**src/rtl/mul_pp_iter_if.sv**
```systemverilog
//------------------------------------------------------------------------------
// mul_pp_iter_if
// Request/result bundle between the issue logic, the iterative partial-product
// stage and the multiplier finish stage.
// Revision: 1.0
//------------------------------------------------------------------------------
`default_nettype none

interface mul_pp_iter_if;
  logic        start;
  logic [2:0]  funct3;
  logic [31:0] rs1;
  logic [31:0] rs2;
  logic        flush;
  logic        busy;
  logic        en;
  logic        sign;
  logic        upper;
  logic [9:0]  rs1_u_end;
  logic [9:0]  rs2_u_end;
  logic [63:0] sum;

  modport master (
    output start, funct3, rs1, rs2, flush,
    input  busy, en, sign, upper, rs1_u_end, rs2_u_end, sum
  );

  modport slave (
    input  start, funct3, rs1, rs2, flush,
    output busy, en, sign, upper, rs1_u_end, rs2_u_end, sum
  );
endinterface

`default_nettype wire

```
**src/rtl/mul_pp_iter.sv**
```systemverilog
//------------------------------------------------------------------------------
// mul_pp_iter
// Iterative partial-product stage of the M-extension multiplier. Accumulates
// every partial product except rs1_mag[9:0] x rs2_mag[31:22], which is left to
// the finish stage together with the sign fix-up and word select.
// Optional feature macro: MUL_ZERO_SKIP_EN (zero operand goes straight to DONE).
// Revision: 1.0
//------------------------------------------------------------------------------
`default_nettype none

module mul_pp_iter #(
  parameter int BITS_PER_CYCLE = 2
) (
  input  logic          clk,
  input  logic          rst_n,
  mul_pp_iter_if.slave  pp_if
);

  generate
    if (BITS_PER_CYCLE != 1 && BITS_PER_CYCLE != 2) begin : g_bpc_illegal
      $error("mul_pp_iter: BITS_PER_CYCLE must be 1 or 2");
    end
  endgenerate

  localparam logic [1:0] c_st_idle = 2'd0;
  localparam logic [1:0] c_st_ph_a = 2'd1;
  localparam logic [1:0] c_st_ph_b = 2'd2;
  localparam logic [1:0] c_st_done = 2'd3;

  localparam logic [4:0] c_a_last = 5'(22 / BITS_PER_CYCLE - 1);
  localparam logic [4:0] c_b_last = 5'(10 / BITS_PER_CYCLE - 1);

  logic [1:0]  r_state;
  logic [4:0]  r_cnt;
  logic [63:0] r_acc;
  logic [63:0] r_mcand;
  logic [31:0] r_mplier;
  logic [21:0] r_rs1_hi;
  logic [9:0]  r_rs1_tail;
  logic [9:0]  r_rs2_tail;
  logic        r_sign_int;
  logic        r_upper_int;

  logic [63:0] r_sum;
  logic [9:0]  r_rs1_u_end;
  logic [9:0]  r_rs2_u_end;
  logic        r_sign;
  logic        r_upper;

  logic        w_rs1_signed;
  logic        w_rs2_signed;
  logic        w_rs1_neg;
  logic        w_rs2_neg;
  logic [31:0] w_rs1_mag;
  logic [31:0] w_rs2_mag;
  logic        w_zero;
  logic        w_sign;
  logic        w_upper;
  logic [63:0] w_addend;
  logic [63:0] w_acc_next;

  always_comb begin
    w_rs1_signed = (pp_if.funct3 == 3'b001) || (pp_if.funct3 == 3'b010);
    w_rs2_signed = (pp_if.funct3 == 3'b001);
    w_rs1_neg    = w_rs1_signed && pp_if.rs1[31];
    w_rs2_neg    = w_rs2_signed && pp_if.rs2[31];
    w_rs1_mag    = w_rs1_neg ? (~pp_if.rs1 + 32'd1) : pp_if.rs1;
    w_rs2_mag    = w_rs2_neg ? (~pp_if.rs2 + 32'd1) : pp_if.rs2;
    w_zero       = (w_rs1_mag == 32'd0) || (w_rs2_mag == 32'd0);
    // A zero product is reported as +0 with empty tails on every build.
    w_sign       = (w_rs1_neg ^ w_rs2_neg) && !w_zero;
    w_upper      = (pp_if.funct3 != 3'b000);
  end

  // r_mcand is pre-shifted to the weight of r_mplier[0]; add the next bits.
  always_comb begin
    w_addend = '0;
    for (int i = 0; i < BITS_PER_CYCLE; i++) begin
      if (r_mplier[i]) begin
        w_addend = w_addend + (r_mcand << i);
      end
    end
    w_acc_next = r_acc + w_addend;
  end

  always_ff @(posedge clk) begin
    if (!rst_n) begin
      r_state     <= c_st_idle;
      r_cnt       <= '0;
      r_acc       <= '0;
      r_mcand     <= '0;
      r_mplier    <= '0;
      r_rs1_hi    <= '0;
      r_rs1_tail  <= '0;
      r_rs2_tail  <= '0;
      r_sign_int  <= 1'b0;
      r_upper_int <= 1'b0;
      r_sum       <= '0;
      r_rs1_u_end <= '0;
      r_rs2_u_end <= '0;
      r_sign      <= 1'b0;
      r_upper     <= 1'b0;
    end else begin
      case (r_state)
        c_st_idle: begin
          if (pp_if.start && !pp_if.flush) begin
            r_cnt       <= '0;
            r_acc       <= '0;
            r_mcand     <= {32'd0, w_zero ? 32'd0 : w_rs1_mag};
            r_mplier    <= w_zero ? 32'd0 : w_rs2_mag;
            r_rs1_hi    <= w_zero ? 22'd0 : w_rs1_mag[31:10];
            r_rs1_tail  <= w_zero ? 10'd0 : w_rs1_mag[9:0];
            r_rs2_tail  <= w_zero ? 10'd0 : w_rs2_mag[31:22];
            r_sign_int  <= w_sign;
            r_upper_int <= w_upper;
`ifdef MUL_ZERO_SKIP_EN
            if (w_zero) begin
              r_state     <= c_st_done;
              r_sum       <= '0;
              r_rs1_u_end <= '0;
              r_rs2_u_end <= '0;
              r_sign      <= 1'b0;
              r_upper     <= w_upper;
            end else begin
              r_state <= c_st_ph_a;
            end
`else
            r_state <= c_st_ph_a;
`endif
          end
        end

        c_st_ph_a: begin
          if (pp_if.flush) begin
            r_state <= c_st_idle;
          end else begin
            r_acc    <= w_acc_next;
            r_mcand  <= r_mcand << BITS_PER_CYCLE;
            r_mplier <= r_mplier >> BITS_PER_CYCLE;
            if (r_cnt == c_a_last) begin
              // r_mplier[0] now holds rs2 bit 22, whose weight is 2^32 for rs1[31:10].
              r_cnt   <= '0;
              r_mcand <= {10'd0, r_rs1_hi, 32'd0};
              r_state <= c_st_ph_b;
            end else begin
              r_cnt <= r_cnt + 5'd1;
            end
          end
        end

        c_st_ph_b: begin
          if (pp_if.flush) begin
            r_state <= c_st_idle;
          end else begin
            r_acc    <= w_acc_next;
            r_mcand  <= r_mcand << BITS_PER_CYCLE;
            r_mplier <= r_mplier >> BITS_PER_CYCLE;
            if (r_cnt == c_b_last) begin
              r_cnt       <= '0;
              r_state     <= c_st_done;
              r_sum       <= w_acc_next;
              r_rs1_u_end <= r_rs1_tail;
              r_rs2_u_end <= r_rs2_tail;
              r_sign      <= r_sign_int;
              r_upper     <= r_upper_int;
            end else begin
              r_cnt <= r_cnt + 5'd1;
            end
          end
        end

        c_st_done: begin
          r_state <= c_st_idle;
        end

        default: begin
          r_state <= c_st_idle;
        end
      endcase
    end
  end

  assign pp_if.busy      = (r_state != c_st_idle);
  assign pp_if.en        = (r_state == c_st_done);
  assign pp_if.sign      = r_sign;
  assign pp_if.upper     = r_upper;
  assign pp_if.rs1_u_end = r_rs1_u_end;
  assign pp_if.rs2_u_end = r_rs2_u_end;
  assign pp_if.sum       = r_sum;

endmodule

`default_nettype wire

```
**src/flat_wrapper.sv**
```systemverilog
// flat-port wrapper written by rule: the top's interface ports become plain ports
module mul_pp_iter_flat 
#(
  parameter int BITS_PER_CYCLE = 2
)
  (clk, rst_n, pp_if_start, pp_if_funct3, pp_if_rs1, pp_if_rs2, pp_if_flush, pp_if_busy, pp_if_en, pp_if_sign, pp_if_upper, pp_if_rs1_u_end, pp_if_rs2_u_end, pp_if_sum);
  mul_pp_iter_if pp_if_i ();
  input  logic clk;
  input  logic rst_n;
  input wire logic [$bits(pp_if_i.start)-1:0] pp_if_start;
  input wire logic [$bits(pp_if_i.funct3)-1:0] pp_if_funct3;
  input wire logic [$bits(pp_if_i.rs1)-1:0] pp_if_rs1;
  input wire logic [$bits(pp_if_i.rs2)-1:0] pp_if_rs2;
  input wire logic [$bits(pp_if_i.flush)-1:0] pp_if_flush;
  output wire logic [$bits(pp_if_i.busy)-1:0] pp_if_busy;
  output wire logic [$bits(pp_if_i.en)-1:0] pp_if_en;
  output wire logic [$bits(pp_if_i.sign)-1:0] pp_if_sign;
  output wire logic [$bits(pp_if_i.upper)-1:0] pp_if_upper;
  output wire logic [$bits(pp_if_i.rs1_u_end)-1:0] pp_if_rs1_u_end;
  output wire logic [$bits(pp_if_i.rs2_u_end)-1:0] pp_if_rs2_u_end;
  output wire logic [$bits(pp_if_i.sum)-1:0] pp_if_sum;
  assign pp_if_i.start = pp_if_start;
  assign pp_if_i.funct3 = pp_if_funct3;
  assign pp_if_i.rs1 = pp_if_rs1;
  assign pp_if_i.rs2 = pp_if_rs2;
  assign pp_if_i.flush = pp_if_flush;
  assign pp_if_busy = pp_if_i.busy;
  assign pp_if_en = pp_if_i.en;
  assign pp_if_sign = pp_if_i.sign;
  assign pp_if_upper = pp_if_i.upper;
  assign pp_if_rs1_u_end = pp_if_i.rs1_u_end;
  assign pp_if_rs2_u_end = pp_if_i.rs2_u_end;
  assign pp_if_sum = pp_if_i.sum;
  mul_pp_iter #(.BITS_PER_CYCLE(BITS_PER_CYCLE)) u_core (.clk(clk), .rst_n(rst_n), .pp_if(pp_if_i));
endmodule
```
**config.mk**
```make
export PLATFORM = sky130hd
export DESIGN_NAME = mul_pp_iter_flat
export DESIGN_NICKNAME = d
export VERILOG_FILES = /design/src/rtl/mul_pp_iter_if.sv /design/src/rtl/mul_pp_iter.sv /design/src/flat_wrapper.sv
export SDC_FILE = /design/constraint.sdc
export NUM_CORES = 1
export LEC_CHECK = 0
export ABC_AREA = 1
export ABC_CLOCK_PERIOD_IN_PS = 4350
export CAP_MARGIN = 20
export CORE_MARGIN = 1.5
export CORE_UTILIZATION = 53
export DETAILED_ROUTE_END_ITERATION = 8
export PLACE_DENSITY = 0.73
export SYNTH_ARGS = -nofsm -noshare
export SYNTH_HDL_FRONTEND = slang
export SYNTH_SLANG_ARGS = --single-unit
```
**constraint.sdc**
```tcl
create_clock -name clk -period 4.35 [get_ports clk]
set_input_delay 0.6525 -clock clk [delete_from_list [all_inputs] [get_ports clk]]
set_output_delay 0.6525 -clock clk [all_outputs]
set_load 0.03 [all_outputs]
```
==> Word-level counts from Yosys, hierarchy flattened <==
Index checks and enable logic that the tools add are counted.
{ "op_classes": {"n_mux": 32, "n_addsub": 5, "eq_ne": 13, "bitwise_logic": 4, "reduce_logical": 21} }
{ "ops": {"columns": ["operator", "n"], "rows": [
  ["64-bit 2-to-1 mux", 8],
  ["32-bit 2-to-1 mux", 6],
  ["64-bit case mux with 3 select lines", 1],
  ["64-bit adder", 2],
  ["64-bit case mux with 2 select lines", 1],
  ["32-bit by 1-bit adder with 32-bit output, second input constant", 2],
  ["32-bit logical NOT", 2],
  ["32-bit NOT", 2],
  ["32-bit case mux with 2 select lines", 1],
  ["5-bit 2-to-1 mux", 5],
  ["22-bit 2-to-1 mux", 1],
  ["10-bit 2-to-1 mux", 2],
  ["5-bit case mux with 3 select lines", 1],
  ["2-bit 2-to-1 mux", 5],
  ["3-bit AND reduction", 3],
  ["2-bit case mux with 4 select lines", 1],
  ["2-bit != test, second input constant", 3],
  ["3-bit by 2-bit != test with 1-bit output, second input constant", 2],
  ["3-bit nonzero test", 2],
  ["5-bit by 1-bit adder with 5-bit output, second input constant", 1],
  ["5-bit by 3-bit equality test with 1-bit output, second input constant", 1],
  ["5-bit by 4-bit equality test with 1-bit output, second input constant", 1],
  ["2-bit equality test, second input constant", 2],
  ["1-bit logical AND", 4],
  ["other kinds (13)", 16]
]} }
{ "totals": {"reg_bits": 297, "word_cells": 90, "in_bits": 71} }

==> Longest topological paths before layout <==
Gate-level depths: netlist of the first run.
{ "logic_depth": {"word_depth": 9, "depth_mapped": 38, "ltp_nobuf": 34} }

==> Least setup slack after synthesis of the first run <==
No wires, ideal clock.
{ "synth_timing": {"path_type": "reg-to-reg", "from": "register u_core.r_mplier[0]", "to": "register u_core.r_acc[56]", "setup_slack_ns": -0.498, "arrival_time_ns": 4.716, "synth_period_minus_slack_ns": 4.848, "stages_incl_launch_ff": 31, "path_buffers": 4, "path_cell_list": "dfxtp_1 > buf_6 > buf_4 > clkbuf_1 > buf_1 > nand2_1 > inv_1 > ha_1 > a21oi_1 > a21boi_1 > nand2_1 > nand2_1 > a21oi_1 > o21bai_1 > a21oi_1 > o21bai_1 > or2_2 > nand3_1 > o21ai_0 > ha_1 > nand2_1 > nor2_1 > inv_1 > nor4_1 > nand3_1 > nand3_1 > a21o_1 > a21boi_0 > or2_2 > nand3_1 > a21oi_1"} }
{ "synth_via": {"elab_chain_cells": 6} }
{ "synth_rtl": {"columns": ["element", "line", "text"], "rows": [
  ["from (decl)", "mul_pp_iter.sv:37", "logic [31:0] r_mplier;"],
  ["from (signal assigned)", "mul_pp_iter.sv:110", "r_mplier <= w_zero ? 32'd0 : w_rs2_mag;"],
  ["from (signal assigned)", "mul_pp_iter.sv:139", "r_mplier <= r_mplier >> BITS_PER_CYCLE;"],
  ["from (signal assigned)", "mul_pp_iter.sv:157", "r_mplier <= r_mplier >> BITS_PER_CYCLE;"],
  ["64-bit 2-to-1 mux (*)", "mul_pp_iter.sv:79", "if (r_mplier[i]) begin"],
  ["64-bit adder", "mul_pp_iter.sv:80", "w_addend = w_addend + (r_mcand << i);"],
  ["64-bit 2-to-1 mux (*)", "mul_pp_iter.sv:79", null],
  ["64-bit adder (*)", "mul_pp_iter.sv:83", "w_acc_next = r_acc + w_addend;"],
  ["64-bit 2-to-1 mux (*)", "mul_pp_iter.sv:134, mul_pp_iter.sv:152", null],
  ["64-bit case mux with 2 select lines (*)", "mul_pp_iter.sv:104", "case (r_state)"],
  ["to (signal assigned)", "mul_pp_iter.sv:137", "r_acc <= w_acc_next;"],
  ["to (signal assigned)", "mul_pp_iter.sv:155", "r_acc <= w_acc_next;"],
  ["to (decl)", "mul_pp_iter.sv:35", "logic [63:0] r_acc;"]
]} }
Every way passes the cells marked *; elsewhere a longest branch is shown, timed or not. The select of a mux whose other input is x is not followed.
A chain may end at the register's enable or synchronous reset.

==> Worst setup path in the final report of the first run <==
{ "layout_timing": {"from": "register u_core.r_mplier[0]", "to": "register u_core.r_acc[62]"} }
Same word-level chain as after synthesis.

==> out/qor.yml, run 1 <==
synth:
  synth.top_cells.by_area: "sky130_fd_sc_hd__dfxtp_1 (25%), sky130_fd_sc_hd__nand2_1 (15%), sky130_fd_sc_hd__a21oi_1 (8.5%)"
  ys_dominant_reg_cell: "sky130_fd_sc_hd__dfxtp_1"
  synth.distinct_cells: 52
  proportion_of_synthesized_flip_flops_having_asynchronous_set_or_reset_pct: 0
  netlist.area_leader.share_pct: 25.4
  post_synth_inst_count: 3785
  mean_area_per_synthesized_cell_um2: 6.18
  synth-seq-area-share_pct: 25.4
  synth_top_cell_by_area: "sky130_fd_sc_hd__dfxtp_1"
  synth_enable_flop_cells: 0
  synth.yosys.warnings: 0
  mappedNetlistNets: 3970
  ys_seq_elements: 297
  post_synth_instance_area_um2: 23400
layout:
  multi_input_comb_area_um2: 17900
  insertedDiodeCount: 0
  fin_util_pct: 78.1
  fill_cell_instance_count_of_the_final_layout: 3263
  drive_above_1_share_pct: 27.7
  layout-area-overhead-vs-synth_pct: 44.6
  layout.cell_area.non_filler_um2: 33900
  final-seq-area_um2: 5950
  design.final.nets: 4605
power:
  cellPowerDensity_nw_per_um2: 342
  leakage_uw: 0.0154
  p_clk_share_pct: 28.0
  pwr-share-comb_pct: 42.4
  vdd.ir_drop.worst_uv: 423
  power_report.internal_total_uw: 6720
  power.switching_fraction_pct: 41.9
  net-switching-power_uw: 4850
  power.share.sequential_pct: 29.6
critical_path:
  worst_path_max_delay_cell: "sky130_fd_sc_hd__o21ai_1"
  crit_path_max_fanout: 6
  path_common_cell: "sky130_fd_sc_hd__nand2_2"
  worst-setup-path-type: "reg2reg"
  crit_arrival_ns: 5.26
  worst_setup_path_startpoint: "u_core.r_mplier[0]$_SDFFE_PN0P_"
  rr_endpoint: "u_core.r_acc[62]$_SDFFE_PN0P_"
  rrSetupSlack_ns: -0.41
  crit_end: "u_core.r_acc[62]$_SDFFE_PN0P_"
  regToRegStartpoint: "u_core.r_mplier[0]$_SDFFE_PN0P_"
  r2r.worst_path.cells: 32
  worstSetupStartpointType: "flop"
  critPathCaptureType: "flop"
  stage_delay_of_the_slowest_cell_on_the_critical_path_ns: 0.41
  timing.critical_path.required_ns: 4.85
timing:
  setup_violations: 41
  period_needed_ns: 4.76
  worst-slew-pin-transition_ns: 0.987
  rsz0062_at_grt: "true"
  postLayoutSetupSlackWorst_ns: -0.410
  period_share_pct: 109
  post_route_setup_tns_ns: -7.57
  holdWs_ns: 0.464
  maxSlewViolCount: 0
  timing.max_slew.rel_slack_pct: 34.2
  hold_violations: 0
  final.setup_skew_ns: 0.0293
  max_freq_mhz: 210
drt:
  wire_per_inst_um: 17.9
  wl_met1_mm: 36.8
  final_antenna_net_count: 0
  drc: 0
  wl_met2_mm: 41.5
  route.final.wire_length_mm: 90.1
  via_per_inst: 5.70
  met3WireLength_mm: 7.27
  vias: 28700
  highest_layer: "met4"
  first_iter_violations: 3048
  detailedRoute.firstPassIterationCount: 9
floorplanning:
  start_util_pct: 54.0
  die_x_um: 213
  fp.dieArea_um2: 45400
  placeableCoreArea_um2: 43400
  floorplan.io_pins: 159
  rows: 76
  die_height_um: 213
global_route:
  grt.total_usage_pct: 35.3
  grt_pass1_wl_mm: 128
  number_of_antenna_violations_at_the_first_check_in_global_routing: 0
  first_global_vias: 25400
  global_route.overflow_total: 0
  grt_max_degree: 115
clocking:
  ctsHtreeMaxLevel: 2
  clk_latency_ns: 0.57
  clk_path_buf_depth: 3
  cts_buffers: 35
  cts_tree: "yes"
  count_of_clock_tree_sinks: 297
  cts-hold-fix-buffers: 0
  clock_transition_at_the_registers_of_the_reported_paths_ns: 0.06
  ctsRootBufferMaster: "sky130_fd_sc_hd__clkbuf_16"
min_path:
  min_path_type: "reg2reg"
placement:
  dp.final_hpwl_mm: 61.2
  dpl_cell_area_um2: 29100
  gp_routability_congestion: 1.01
  placement.io_buffers: 158
status:
  outcome: "finished with violations"
  violated_checks: "setup timing"
job:
  max_cap_violations: 0
==> state kept, by name, indices dropped and copies added (netlist names) <==
signal	flops
u_core.r_sign_int	1
u_core.r_mplier	32
u_core.r_cnt	5
u_core.r_upper_int	1
u_core.r_acc	64
u_core.pp_if.rs2_u_end	10
u_core.pp_if.rs1_u_end	10
u_core.pp_if.upper	1
u_core.r_rs1_hi	22
u_core.r_rs1_tail	10
u_core.r_rs2_tail	10
u_core.pp_if.sign	1
u_core.r_mcand	64
u_core.pp_if.sum	64
u_core.r_state	2
==> worst max-delay path: cells and delay by family, from the launching register on <==
family                     cells  cell delay, ns
and+or+nand+nor               16            1.46
buffers and inverters          4            0.48
adders and majority gates      2            0.50
AOI/OAI and AO/OA             10            1.84
DFF                            1            0.39
==> cell type report <==
cell class	count	share of cell area, %
clock buffers	45	2.94
clock inverters	19	0.802
inverters	455	5.07
multi-input cells	2875	52.7
flip-flops and latches	297	17.6
well taps	585	2.16
repair buffers	756	18.7
==> layout by cell type (no fill, tap or decap), types with 78 or more instances in the layout <==
cell	count
sky130_fd_sc_hd__nand2_1	855
sky130_fd_sc_hd__buf_4	558
sky130_fd_sc_hd__inv_1	393
sky130_fd_sc_hd__a21oi_1	322
sky130_fd_sc_hd__dfxtp_1	295
sky130_fd_sc_hd__nor2_1	261
sky130_fd_sc_hd__nand3_1	197
sky130_fd_sc_hd__o21ai_0	165
sky130_fd_sc_hd__clkdlybuf4s50_1	157
sky130_fd_sc_hd__xor2_1	86
sky130_fd_sc_hd__o21ai_1	79
sky130_fd_sc_hd__nand2_2	78
==> how the worst min path moves through the flow <==
stage / start / to / slack, ns / cells past startpoint
2_1_floorplan: u_core.r_rs1_tail[9]$_SDFFE_PN0P_ / u_core.pp_if.rs1_u_end[9]$_SDFFE_PN0P_ / 0.44 / 2
3_3_place_gp: u_core.r_rs1_tail[8]$_SDFFE_PN0P_ / u_core.pp_if.rs1_u_end[8]$_SDFFE_PN0P_ / 0.45 / 2
3_5_place_dp: u_core.r_rs2_tail[1]$_SDFFE_PN0P_ / u_core.pp_if.rs2_u_end[1]$_SDFFE_PN0P_ / 0.45 / 2
4_1_cts: u_core.r_rs1_tail[8]$_SDFFE_PN0P_ / u_core.pp_if.rs1_u_end[8]$_SDFFE_PN0P_ / 0.46 / 2
5_1_grt: u_core.r_rs1_tail[0]$_SDFFE_PN0P_ / u_core.pp_if.rs1_u_end[0]$_SDFFE_PN0P_ / 0.48 / 2
6_report: u_core.r_rs1_tail[8]$_SDFFE_PN0P_ / u_core.pp_if.rs1_u_end[8]$_SDFFE_PN0P_ / 0.46 / 2
==> cell families after synthesis <==
| kind of cell | after synthesis | synth area share [%] |
|---|---|---|
| adders and majority gates | 114 | 6.16 |
| xor gates and xnor gates | 122 | 4.60 |
| buffers and inverters | 613 | 10.3 |
| and+or+nand+nor | 1671 | 29.8 |
| DFF | 297 | 25.4 |
| AOI/OAI and AO/OA | 968 | 23.8 |
==> power groups by stage <==
| stage | clock network [uW] | registers (uW) | logic [uW] |
|---|---|---|---|
| 3_3_place_gp | 0 | 3430 | 4270 |
| 2_1_floorplan | 0 | 3330 | 2840 |
| 5_1_grt | 3350 | 3460 | 5280 |
| 3_5_place_dp | 0 | 3440 | 4330 |
| 6_report | 3250 | 3420 | 4910 |
| 4_1_cts | 3260 | 3390 | 4410 |
==> repair_timing <==
action,CTS,global route
buffers inserted,30,43
resized for setup,202,523
endpoints found under the setup margin,73,82
cloned,1,2
pin swaps,91,102
==> per-layer routing <==
layer	GRT usage, %	vias to the layer above
met2	57.9	1387
met3	4.29	307
met5	0	-
met4	15.2	0
li1	-	13800
met1	46.5	13200
==> synthesized netlist by cell type, types with 29 or more instances <==
| cell | instances |
|---|---|
| sky130_fd_sc_hd__a21oi_1 | 398 |
| sky130_fd_sc_hd__nand3_1 | 223 |
| sky130_fd_sc_hd__o21ai_0 | 271 |
| sky130_fd_sc_hd__a21o_1 | 31 |
| sky130_fd_sc_hd__o21bai_1 | 74 |
| sky130_fd_sc_hd__o21ai_1 | 29 |
| sky130_fd_sc_hd__nor3_1 | 44 |
| sky130_fd_sc_hd__dfxtp_1 | 297 |
| sky130_fd_sc_hd__nand4_1 | 44 |
| sky130_fd_sc_hd__ha_1 | 112 |
| sky130_fd_sc_hd__inv_1 | 439 |
| sky130_fd_sc_hd__a22oi_1 | 30 |
| sky130_fd_sc_hd__clkbuf_1 | 127 |
| sky130_fd_sc_hd__nand2_1 | 941 |
| sky130_fd_sc_hd__a31oi_1 | 42 |
| sky130_fd_sc_hd__nor2_1 | 336 |
| sky130_fd_sc_hd__xor2_1 | 102 |
| sky130_fd_sc_hd__a32oi_1 | 30 |
==> stage by stage <==
stage | cells | worst slack, ns | power [uW]
floorplan | 3785 | 0.0242 | 6170
global placement | 4892 | -0.301 | 7700
detailed placement | 4892 | -0.429 | 7760
CTS | 4986 | -0.0569 | 11100
global route | 5032 | -0.572 | 12100
finish | 5032 | -0.410 | 11600
Note: power is estimated with default switching activity, not from simulation.
==> run 2: changes to the inputs <==
CAP_MARGIN = not set   (was 20)
CORE_UTILIZATION = 55   (was 53)
HOLD_SLACK_MARGIN = 0.12   (was not set)
PLACE_DENSITY = 0.75   (was 0.73)
==> out/qor.yml, run 2 (synthesis gave the netlist of run 1 again) <==
power:
  cellPowerDensity_nw_per_um2: 342  # about the same
  power.share.sequential_pct: 30.9  # +1.3 points
  pwr-share-comb_pct: 42.7  # +0.3 points
  power.switching_fraction_pct: 42.1  # +0.15 points
  net-switching-power_uw: 4660  # -4.0%
  vdd.ir_drop.worst_uv: 429  # +1.6%
  p_clk_share_pct: 26.4  # -1.6 points
  leakage_uw: 0.0151  # -2.0%
  power_report.internal_total_uw: 6410  # -4.6%
layout:
  drive_above_1_share_pct: 23.3  # -4.4 points
  design.final.nets: 4596  # -0.20%
  final-seq-area_um2: 5950  # unchanged
  layout.cells.most_common: "sky130_fd_sc_hd__nand2_1"
  layout-area-overhead-vs-synth_pct: 38.2
  most_frequent_cells_in_the_layout: "sky130_fd_sc_hd__nand2_1 (891), sky130_fd_sc_hd__buf_4 (576), sky130_fd_sc_hd__inv_1 (423), sky130_fd_sc_hd__a21oi_1 (343), sky130_fd_sc_hd__dfxtp_1 (295)"
  fill_cell_instance_count_of_the_final_layout: 3242  # -0.64%
  insertedDiodeCount: 0  # unchanged
  multi_input_comb_area_um2: 16800  # -6.1%
  layout.cell_area.non_filler_um2: 32400  # -4.4%
status:
  outcome: "finished with violations"
  violated_checks: "setup timing"
placement:
  dpl_cell_area_um2: 29200  # +0.35%
  dp.final_hpwl_mm: 60.4  # -1.2%
  placement.io_buffers: 158  # unchanged
  place_worst_setup_slack_ns: -0.508  # -0.0786 ns
  gp_routability_congestion: 1.00  # -0.46%
critical_path:
  timing.critical_path.required_ns: 4.81  # -0.04 ns
  worst_path_max_delay_cell: "sky130_fd_sc_hd__dfxtp_4"
  stage_delay_of_the_slowest_cell_on_the_critical_path_ns: 0.46  # +0.05 ns
  worstSetupStartpointType: "flop"
  worst-setup-path-type: "reg2reg"
  path_common_cell: "sky130_fd_sc_hd__nand2_1"
  critPathCaptureType: "flop"
  crit_arrival_ns: 5.16  # -0.10 ns
  crit_path_max_fanout: 10  # +4
clocking:
  clk_latency_ns: 0.57  # about the same
  cts-hold-fix-buffers: 0  # unchanged
  count_of_clock_tree_sinks: 297  # unchanged
  cts_tree: "yes"
  clk_path_buf_depth: 3  # unchanged
  cts_buffers: 34  # -2.9%
  clock_transition_at_the_registers_of_the_reported_paths_ns: 0.06  # about the same
  ctsRootBufferMaster: "sky130_fd_sc_hd__clkbuf_16"
  ctsHtreeMaxLevel: 2  # unchanged
drt:
  wire_per_inst_um: 17.0  # -4.8%
  via_per_inst: 5.71  # +0.11%
  detailedRoute.firstPassIterationCount: 9  # unchanged
  vias: 28400  # -1.2%
  first_iter_violations: 2451  # -20%
  final_antenna_net_count: 0  # unchanged
  drc: 0  # unchanged
  route.final.wire_length_mm: 84.6  # -6.1%
global_route:
  first_global_vias: 25700  # +1.2%
  number_of_antenna_violations_at_the_first_check_in_global_routing: 0  # unchanged
  grt.total_usage_pct: 36.0  # +0.78 points
  grt_max_degree: 97  # -16%
  global_route.overflow_total: 0  # unchanged
  grt_pass1_wl_mm: 129  # +0.35%
timing:
  hold_violations: 0  # unchanged
  period_needed_ns: 4.70  # -0.0632 ns
  rsz0062_at_grt: "true"
  worst-slew-pin-transition_ns: 1.03  # +0.0445 ns
  timing.max_slew.rel_slack_pct: 30.8  # -3.4 points
  holdWs_ns: 0.466  # +0.00179 ns
  maxSlewViolCount: 0  # unchanged
  period_share_pct: 108  # -1.5 points
  setup_violations: 46  # +12%
  max_freq_mhz: 213  # +1.3%
  final.setup_skew_ns: 0.0322  # +0.00289 ns
  postLayoutSetupSlackWorst_ns: -0.346  # +0.0632 ns
floorplanning:
  placeableCoreArea_um2: 41900  # -3.3%
  start_util_pct: 55.8  # +1.8 points
  floorplan.io_pins: 159  # unchanged
  die_x_um: 209  # -1.8%
  die_height_um: 209  # -1.8%
  rows: 75  # -1.3%
  fp.dieArea_um2: 43800  # -3.6%
job:
  max_cap_violations: 0  # unchanged
min_path:
  min_path_type: "reg2reg"
[run 2: through the flow]
| stage | TNS [ns] | cells | utilization (%) | power, uW |
|---|---|---|---|---|
| 5_1_grt | -21.75 | 4968 | 77.2 | 11600 |
| 2_1_floorplan | 0 | 3785 | - | 6170 |
| 3_3_place_gp | -11.80 | 4869 | 69.6 | 7760 |
| 3_5_place_dp | -16.57 | 4869 | 69.6 | 7810 |
| 6_report | -8.00 | 4968 | 77.2 | 11100 |
| 4_1_cts | -0.143 | 4947 | 74.4 | 10900 |
[run 2: worst paths after layout]
| check | to | cells past startpoint | slack, ns | from |
|---|---|---|---|---|
| setup reg to reg | u_core.pp_if.sum[54]$_SDFFE_PN0P_ | 28 | -0.35 | u_core.r_mplier[0]$_SDFFE_PN0P_ |
| hold reg to reg | u_core.pp_if.rs1_u_end[2]$_SDFFE_PN0P_ | 2 | 0.47 | u_core.r_rs1_tail[2]$_SDFFE_PN0P_ |
| hold / removal | u_core.pp_if.rs1_u_end[2]$_SDFFE_PN0P_ | 2 | 0.47 | u_core.r_rs1_tail[2]$_SDFFE_PN0P_ |
| setup / recovery | u_core.pp_if.sum[54]$_SDFFE_PN0P_ | 28 | -0.35 | u_core.r_mplier[0]$_SDFFE_PN0P_ |
[run 2: worst max-delay path: cells and delay by family (launching register included)]
family | cells | cell delay, ns
AO/OA/AOI/OAI | 7 | 1.20
XOR/XNOR | 1 | 0.17
adder cells (fa/ha/maj) | 1 | 0.36
buffers and inverters | 8 | 1.09
flip-flops | 1 | 0.46
AND/OR/NAND/NOR | 11 | 1.32
[run 2: what timing repair did]
action / in CTS / in global routing
gates cloned: 1 / 1
pin swaps: 64 / 80
setup buffers: 24 / 20
setup endpoints to repair: 67 / 86
resized for setup: 195 / 255
[run 2: final cells by class]
class,count,area share [%]
Clock buffer,42,2.85
Clock inverter,12,0.545
Inverter,455,5.30
Multi-Input combinational cell,2875,51.8
Sequential cell,297,18.4
Tap cell,539,2.08
Timing Repair Buffer,748,19.0
[run 2: layer usage]
| metal | up-vias | share of wire, % | global-route usage (%) |
|---|---|---|---|
| met5 | - | 0 | 0 |
| met4 | 0 | 5.5 | 17.2 |
| met3 | 298 | 7.8 | 5.03 |
| met2 | 1361 | 44 | 58.7 |
| met1 | 12900 | 42 | 47.1 |
| li1 | 13800 | - | - |
[run 2: power by group through the flow]
stage	Clock (uW)	Combinational, uW	Sequential [uW]
3_5_place_dp	0	4370	3440
5_1_grt	3050	5130	3460
4_1_cts	2940	4510	3400
2_1_floorplan	0	2840	3330
3_3_place_gp	0	4320	3440
6_report	2920	4730	3420
